==> src/rtl/pipelined_adder_pkg.sv <==
// Shared definitions for the pipelined add/subtract unit: op encoding,
// stage-count derivation and the result flag record.
package pipelined_adder_pkg;

    localparam logic OP_ADD = 1'b0;
    localparam logic OP_SUB = 1'b1;

    // The sum itself travels as a WIDTH-bit vector beside this record, since
    // its width is a parameter of the unit rather than of the package.
    typedef struct packed {
        logic cout;
        logic ovf;
    } result_t;

    // Returns 0 for an illegal WIDTH/CHUNK pairing so the top can refuse to elaborate.
    function automatic int unsigned calc_stages(input int unsigned width,
                                                input int unsigned chunk);
        if (chunk == 0 || chunk > width || (width % chunk) != 0) begin
            return 0;
        end
        return width / chunk;
    endfunction

endpackage

==> src/rtl/pipelined_adder_slice_stage.sv <==
// One pipeline stage: resolves CHUNK bits of the sum, registers the partial
// result, carry and operands, and owns its valid bit and ready equation.
module adder_slice_stage #(
    parameter int unsigned WIDTH   = 32,
    parameter int unsigned CHUNK   = 8,
    parameter int unsigned IDX     = 0,
    parameter bit          IS_LAST = 1'b0
) (
    input  logic             clk,
    input  logic             reset,
    input  logic             up_valid,
    output logic             up_ready_c,
    input  logic [WIDTH-1:0] lhs,
    input  logic [WIDTH-1:0] rhs,
    input  logic [WIDTH-1:0] sum,
    input  logic             carry,
    output logic             dn_valid,
    input  logic             dn_ready,
    output logic [WIDTH-1:0] lhs_q,
    output logic [WIDTH-1:0] rhs_q,
    output logic [WIDTH-1:0] sum_q,
    output logic             carry_q,
    output logic             ovf_q
);

    localparam int unsigned LO  = IDX * CHUNK;
    localparam int unsigned MSB = WIDTH - 1;
    localparam int unsigned SW  = CHUNK + 1;

    logic [SW-1:0]    slice_sum;
    logic [WIDTH-1:0] sum_next;
    logic             ovf_next;
    logic             load;

    // An empty stage accepts even while downstream stalls (bubble collapse).
    assign up_ready_c = !dn_valid || dn_ready;
    assign load       = up_valid && up_ready_c;

    always_comb begin
        slice_sum             = SW'(lhs[LO +: CHUNK]) + SW'(rhs[LO +: CHUNK]) + SW'(carry);
        sum_next              = sum;
        sum_next[LO +: CHUNK] = slice_sum[CHUNK-1:0];
        ovf_next              = (lhs[MSB] == rhs[MSB]) && (sum_next[MSB] != lhs[MSB]);
    end

    always_ff @(posedge clk) begin
        if (!reset) begin
            dn_valid <= 1'b0;
        end else if (up_ready_c) begin
            dn_valid <= up_valid;
        end
    end

    always_ff @(posedge clk) begin
        if (load) begin
            lhs_q <= lhs;
            rhs_q <= rhs;
        end
    end

    // Only the output stage clears its result; inner stages are masked by valid.
    always_ff @(posedge clk) begin
        if (IS_LAST && !reset) begin
            sum_q   <= '0;
            carry_q <= 1'b0;
            ovf_q   <= 1'b0;
        end else if (load) begin
            sum_q   <= sum_next;
            carry_q <= slice_sum[CHUNK];
            ovf_q   <= ovf_next;
        end
    end

endmodule

==> src/rtl/pipelined_adder.sv <==
// Pipelined add/subtract unit: one CHUNK-bit slice per stage with the carry
// registered between stages and valid/ready flow control through the chain.
module pipelined_adder
    import pipelined_adder_pkg::*;
#(
    parameter int unsigned WIDTH = 32,
    parameter int unsigned CHUNK = 8
) (
    input  logic             clk,
    input  logic             reset,
    input  logic             io_in_valid,
    output logic             io_in_ready,
    input  logic             io_sub,
    input  logic             io_cin,
    input  logic [WIDTH-1:0] io_lhs,
    input  logic [WIDTH-1:0] io_rhs,
    output logic             io_out_valid,
    input  logic             io_out_ready,
    output logic [WIDTH-1:0] io_out,
    output logic             io_cout,
    output logic             io_ovf
);

    localparam int unsigned STAGES = calc_stages(WIDTH, CHUNK);

    if (STAGES == 0) begin : g_bad_cfg
        $error("pipelined_adder: WIDTH must be a nonzero multiple of CHUNK");
    end

    logic [WIDTH-1:0] lhs_pipe   [0:STAGES];
    logic [WIDTH-1:0] rhs_pipe   [0:STAGES];
    logic [WIDTH-1:0] sum_pipe   [0:STAGES];
    logic             carry_pipe [0:STAGES];
    logic             valid_pipe [0:STAGES];
    logic             ovf_pipe   [1:STAGES];
    result_t          result;

    // Subtract is lhs + ~rhs + ~cin; io_sub is consumed here and not carried on.
    assign lhs_pipe[0]   = io_lhs;
    assign rhs_pipe[0]   = (io_sub == OP_SUB) ? ~io_rhs : io_rhs;
    assign carry_pipe[0] = (io_sub == OP_SUB) ? ~io_cin : io_cin;
    assign sum_pipe[0]   = '0;
    assign valid_pipe[0] = io_in_valid;

    for (genvar k = 0; k < int'(STAGES); k++) begin : g_stage
        logic ready_c;
        logic dn_ready;

        if (k == int'(STAGES) - 1) begin : g_tail
            assign dn_ready = io_out_ready;
        end else begin : g_body
            assign dn_ready = g_stage[k+1].ready_c;
        end

        adder_slice_stage #(
            .WIDTH   (WIDTH),
            .CHUNK   (CHUNK),
            .IDX     (k),
            .IS_LAST (k == int'(STAGES) - 1)
        ) u_stage (
            .clk        (clk),
            .reset      (reset),
            .up_valid   (valid_pipe[k]),
            .up_ready_c (ready_c),
            .lhs        (lhs_pipe[k]),
            .rhs        (rhs_pipe[k]),
            .sum        (sum_pipe[k]),
            .carry      (carry_pipe[k]),
            .dn_valid   (valid_pipe[k+1]),
            .dn_ready   (dn_ready),
            .lhs_q      (lhs_pipe[k+1]),
            .rhs_q      (rhs_pipe[k+1]),
            .sum_q      (sum_pipe[k+1]),
            .carry_q    (carry_pipe[k+1]),
            .ovf_q      (ovf_pipe[k+1])
        );
    end

    assign io_in_ready  = g_stage[0].ready_c;
    assign io_out_valid = valid_pipe[STAGES];
    assign io_out       = sum_pipe[STAGES];
    assign result       = '{cout: carry_pipe[STAGES], ovf: ovf_pipe[STAGES]};
    assign io_cout      = result.cout;
    assign io_ovf       = result.ovf;

endmodule
==> config.mk <==
export PLATFORM = sky130hd
export DESIGN_NAME = pipelined_adder
export DESIGN_NICKNAME = d
export VERILOG_FILES = /design/src/rtl/pipelined_adder_pkg.sv /design/src/rtl/pipelined_adder_slice_stage.sv /design/src/rtl/pipelined_adder.sv
export SDC_FILE = /design/constraint.sdc
export NUM_CORES = 1
export LEC_CHECK = 0
export ABC_AREA = 0
export BUFFER_PORTS_ARGS = -buffer_cell sky130_fd_sc_hd__buf_2
export CORE_ASPECT_RATIO = 1.2
export CORE_MARGIN = 1
export CORE_UTILIZATION = 51
export DETAILED_ROUTE_END_ITERATION = 8
export GPL_TIMING_DRIVEN = 0
export PLACE_DENSITY = 0.77
export SLEW_MARGIN = 20
export SYNTH_ARGS = -nofsm -noshare
export SYNTH_HDL_FRONTEND = slang
export SYNTH_SLANG_ARGS = --single-unit
==> constraint.sdc <==
create_clock -name clk -period 4.32 [get_ports clk]
set_clock_uncertainty 0.05 [all_clocks]
set_input_delay 0.216 -clock clk [delete_from_list [all_inputs] [get_ports clk]]
set_output_delay 0.216 -clock clk [all_outputs]
set_load 0.02 [all_outputs]
# == Yosys cells after proc, flatten, opt, wreduce, memory -nomap -nowiden ==
# Index checks and enable logic that the tools add are counted.
# totals
register_bits,281
output_inout_bits,36
input_bits,70
# op_classes
n_mux,2
n_addsub,8
n_eq_ne,2
n_reduce_logical,13
bitwise_logic,2
# op_table
op,n
$add 8x8->9,4
$add 9x1->9,4
$mux 32,1
$not 32->32,1
$logic_and 1x1->1,5
$logic_not 1->1,4
$logic_or 1x1->1,4
$eq 1x1->1,1
$mux 1,1
$ne 1x1->1,1
$not 1->1,1

# == Logic depth before layout (Yosys ltp) ==
# logic_depth
ltp_word,6
ltp_mapped,11

# == By module ==
# A second synthesis with hierarchy kept.
# unflattened
cells_unflattened,733
area_unflattened_um2,13953.4
# by_module_without_submodules
mod,n_inst,seq_area_each_um2,area_each_um2,cells_per_inst
adder_slice_stage (g_stage[0].u_stage ...),2,2962.8,3334.4,147
adder_slice_stage (g_stage[3].u_stage),1,2622.5,3585.9,252
adder_slice_stage (g_stage[2].u_stage),1,2962.8,3334.4,149
pipelined_adder,1,0.0,364.1,38

# == Worst setup path after synthesis ==
# OpenSTA, ideal clock, no wires.
# synth_timing
path_kind,flip-flop to flip-flop
from,reg g_stage[3].u_stage.dn_valid
to,"reg g_stage[2].u_stage.carry_q, enable pin"
t_required_ns,3.768
synth_period_minus_slack_ns,4.164
setup_ns,0.502
path_stages_with_launch,3
n_path_buf,0
slack_ns,0.156
arrival_time_ns,3.612
path_cell_list,dfxtp_1 and2b_1 a21boi_0
# synth_between
elab_chain_cells,4
# synth_rtl
element,line,rtl
"start, declared",pipelined_adder_slice_stage.sv:17,"output logic dn_valid,"
"start signal, assigned",pipelined_adder_slice_stage.sv:50,dn_valid <= up_valid;
$logic_not 1->1,pipelined_adder_slice_stage.sv:36,assign up_ready_c = !dn_valid || dn_ready;
$logic_or 1x1->1 (2 in a row),pipelined_adder_slice_stage.sv:36,
$logic_and 1x1->1,pipelined_adder_slice_stage.sv:37,assign load = up_valid && up_ready_c;
net g_stage[2].u_stage.load,pipelined_adder_slice_stage.sv:33,logic load;
"end signal, assigned",pipelined_adder_slice_stage.sv:69,carry_q <= slice_sum[CHUNK];
"end, declared",pipelined_adder_slice_stage.sv:22,"output logic carry_q,"
# The timed path passes the listed nets, and every way through them passes these cells.
# A chain may end at the register's enable or synchronous reset.

# == Worst setup path after layout ==
# layout_timing
from,reg g_stage[0].u_stage.carry_q
to,reg g_stage[1].u_stage.carry_q (data pin)
# layout_between
elab_chain_cells,1
# layout_rtl
element,line,rtl
"start, declared",pipelined_adder_slice_stage.sv:22,
"start signal, assigned",pipelined_adder_slice_stage.sv:69,
$add 9x1->9,pipelined_adder_slice_stage.sv:40,slice_sum = SW'(lhs[LO +: CHUNK]) + SW'(rhs[LO +: CHUNK]) + SW'(carry);
net g_stage[1].u_stage.slice_sum[8],pipelined_adder_slice_stage.sv:30,logic [SW-1:0] slice_sum;
"end signal, assigned",pipelined_adder_slice_stage.sv:69,
"end, declared",pipelined_adder_slice_stage.sv:22,
# The timed path passes the listed nets, and every way through them passes these cells.

==> impl_metrics.yaml <==
yosys:
  synth_top_cell_by_area: "edfxtp_1"
  synth_flop_cell: "edfxtp_1"
  synthCells: 507
  ys_warn_count: 0
  synth_mux_area_frac: 0
  synth_area_um2: 7340
  ys_seq_elements: 185
  synth_compound_area_frac: 0.0655
  synth_area_leaders: "edfxtp_1 (60%), dfxtp_1 (10%), xor2_1 (5.0%), ha_1 (4.8%), nand2_1 (3.3%)"
  synth_edf_count: 147
  synth-xor-area-share: 0.0644
  synth.distinct_cells: 46
  synth_top_cell_area_share: 0.601
  synth_fp_nets: 613
  synth_top_family_by_area: "simple AND/OR/NAND/NOR gates"
  synthSimpleGateAreaFrac: 0.0764
  synth_fa_ha_area_frac: 0.0695
  yosysSeqAreaShare: 0.705
  syn_area_per_cell_um2: 14.5
  async_flop_share: 0
sta:
  final_hold_viol_count: 0
  relSlewSlack: 0.476
  max_clock_freq_ghz: 0.382
  fin_crit_sh: 0.607
  setup-violations-final: 0
  finalSetupTns_ns: 0
  holdWs_ns: 0.00238
  worst_slew_pin_slew_ns: 0.786
  slew_violations: 0
  rsz0062_at_grt: "no"
  period_needed_ns: 2.62
power:
  total_power_w: 0.00394
  leakage_nw: 3.49
  power_density_nw_per_um2: 439
  ir_drop_v: 0.000281
worst_setup_path:
  endpoint_kind: "register"
  start_kind: "register"
  cp_data_arrival_time_ns: 2.73
  reg2regPathDepth: 7
  crit_path_max_fanout: 2
  worstSetupPathType: "reg2reg"
  reg2reg_from: "g_stage[0].u_stage.carry_q"
  r2r-end: "g_stage[1].u_stage.carry_q"
  required_ns: 4.43
  reg2reg_slack_ns: 1.70
floorplan:
  rows: 47
  initial_core_util: 0.527
  die_h_um: 133
  io_pins: 106
  dieArea_um2: 14900
  die_x_um: 112
  fp.coreArea_um2: 13900
place:
  routabilityCongestion: 0.856
  dp.cells: 784
  io_buffers: 104
  place_hpwl_mm: 9.18
min_path:
  worst_hold_path_type: "in2reg"
  hold_end: "g_stage[0].u_stage.dn_valid"
  hold_path.startpoint: "io_in_valid"
  hold_depth: 3
cts:
  clkSinkCount: 185
  cts_tree: "yes"
  ctsResizeCount: 0
  cts-root-buf: "clkbuf_16"
  htree_levels: 4
  worst_setup_hold_path_clk_slew_ns: 0.07
  cts_buffer_depth: 2
  cts_buffers: 17
  clkLatencyLatePin_ns: 0.43
run:
  drv_cap: 0
global_routing:
  grt_pass1_wl_mm: 20.9
  grt_usage: 0.188
  grt_overflow: 0
  grt_max_degree: 58
  grt_pass1_vias: 4412
  antenna_found_initial: 0
final_layout:
  layout_common_cells: "edfxtp_1 (147), buf_2 (112), nand2_1 (64), xor2_1 (42)"
  multi_input_area_um2: 2050
  area_growth_pct: 22.3
  stdcell_count: 840
  fillCellCount: 991
  final_common_cell: "edfxtp_1"
  register_area_um2: 5170
  final_util: 0.644
  n_antenna_cell: 0
  drive_gt1_frac: 0.239
  nets: 762
drt:
  drt_iter0_drc: 229
  drc_errors: 4
  ant_nets: 0
  routedWlPerCell_um: 15.7
  post_drt_via_cell_ratio: 5.20
  drt_pre_antenna_iters: 7
  routed_wl_mm: 13.2
  vias: 4366
status:
  violations: "DRC"
  status: "finished, violations left"
-- state kept, by name, indices dropped and copies added (netlist names) --
signal / cells
g_stage.u_stage.lhs_q: 48
g_stage.u_stage.sum_q: 80
g_stage.u_stage.carry_q: 4
g_stage.u_stage.rhs_q: 48
g_stage.u_stage.dn_valid: 4
g_stage.u_stage.ovf_q: 1
-- worst max-delay path, cell delays in order (launching register included) --
cell and delay [ns]:
edfxtp_1 0.45, fa_1 0.49, fa_1 0.42, a21o_1 0.17, a21oi_1 0.25, o21ai_0 0.20, nor4_1 0.22, nor3_1 0.10
-- power breakdown --
| part | total [W] | internal, W | switching (W) |
|---|---|---|---|
| logic | 0.000328 | 0.000146 | 0.000182 |
| clock network | 0.00153 | 0.000861 | 0.000668 |
| registers | 0.00208 | 0.00205 | 0.0000297 |
-- per-stage QoR --
stage	cell area [um^2]	worst slack, ns
after floorplan	7340	0.156
after global placement	8080	-1.06
after detailed placement	8140	1.24
after CTS	8980	1.68
after global routing	8980	1.56
final	8980	1.70
-- routing by layer --
metal | vias to the layer above | wire [um] | global-route usage
met5 | - | 0 | 0
met4 | 0 | 311 | 0.0976
met3 | 23 | 567 | 0.0396
met2 | 133 | 7140 | 0.347
met1 | 2083 | 5150 | 0.201
li1 | 2127 | - | -
-- how the worst max path moves through the flow --
stage	from	to	slack, ns	depth (start not counted)
after floorplan	g_stage[3].u_stage.dn_valid	g_stage[2].u_stage.carry_q	0.16	2
after detailed placement	io_sub	g_stage[0].u_stage.carry_q	1.24	11
final	g_stage[0].u_stage.carry_q	g_stage[1].u_stage.carry_q	1.70	7
after CTS	io_sub	g_stage[0].u_stage.carry_q	1.68	11
after global placement	io_out_ready	g_stage[2].u_stage.sum_q[9]	-1.06	3
after global routing	io_sub	g_stage[0].u_stage.carry_q	1.56	11
-- synthesized netlist by cell type, types with 3 or more instances --
| cell type | number |
|---|---|
| nor3_1 | 11 |
| edfxtp_1 | 147 |
| a211oi_1 | 6 |
| inv_1 | 16 |
| o21ai_0 | 6 |
| fa_1 | 8 |
| xor2_1 | 42 |
| ha_1 | 28 |
| buf_4 | 3 |
| dfxtp_1 | 38 |
| buf_2 | 8 |
| o21bai_1 | 3 |
| a21oi_1 | 38 |
| xnor2_1 | 12 |
| clkbuf_1 | 5 |
| nand3_1 | 11 |
| nor2_1 | 19 |
| o211ai_1 | 6 |
| nand2_1 | 64 |
| nor2b_1 | 4 |
-- final cells by class --
cell class | instances | area share
Multi-Input combinational cell | 290 | 0.228
Sequential cell | 185 | 0.576
Timing Repair Buffer | 130 | 0.0900
Inverter | 16 | 0.00669
Clock inverter | 13 | 0.0146
Tap cell | 171 | 0.0238
Buffer | 16 | 0.00906
Clock buffer | 19 | 0.0517
-- what timing repair did --
action	in CTS	in global routing
hold buffers	24	0
setup buffers	0	0
hold endpoints to repair	24	0
endpoints found under the setup margin	0	0
-- cells by family after synthesis --
family	count (synthesis)
compound gates	75
flops	185
fa+ha+maj	36
simple gates	125
xor+xnor	54
buf+inv	32
Power figures use the tool's default switching activity.
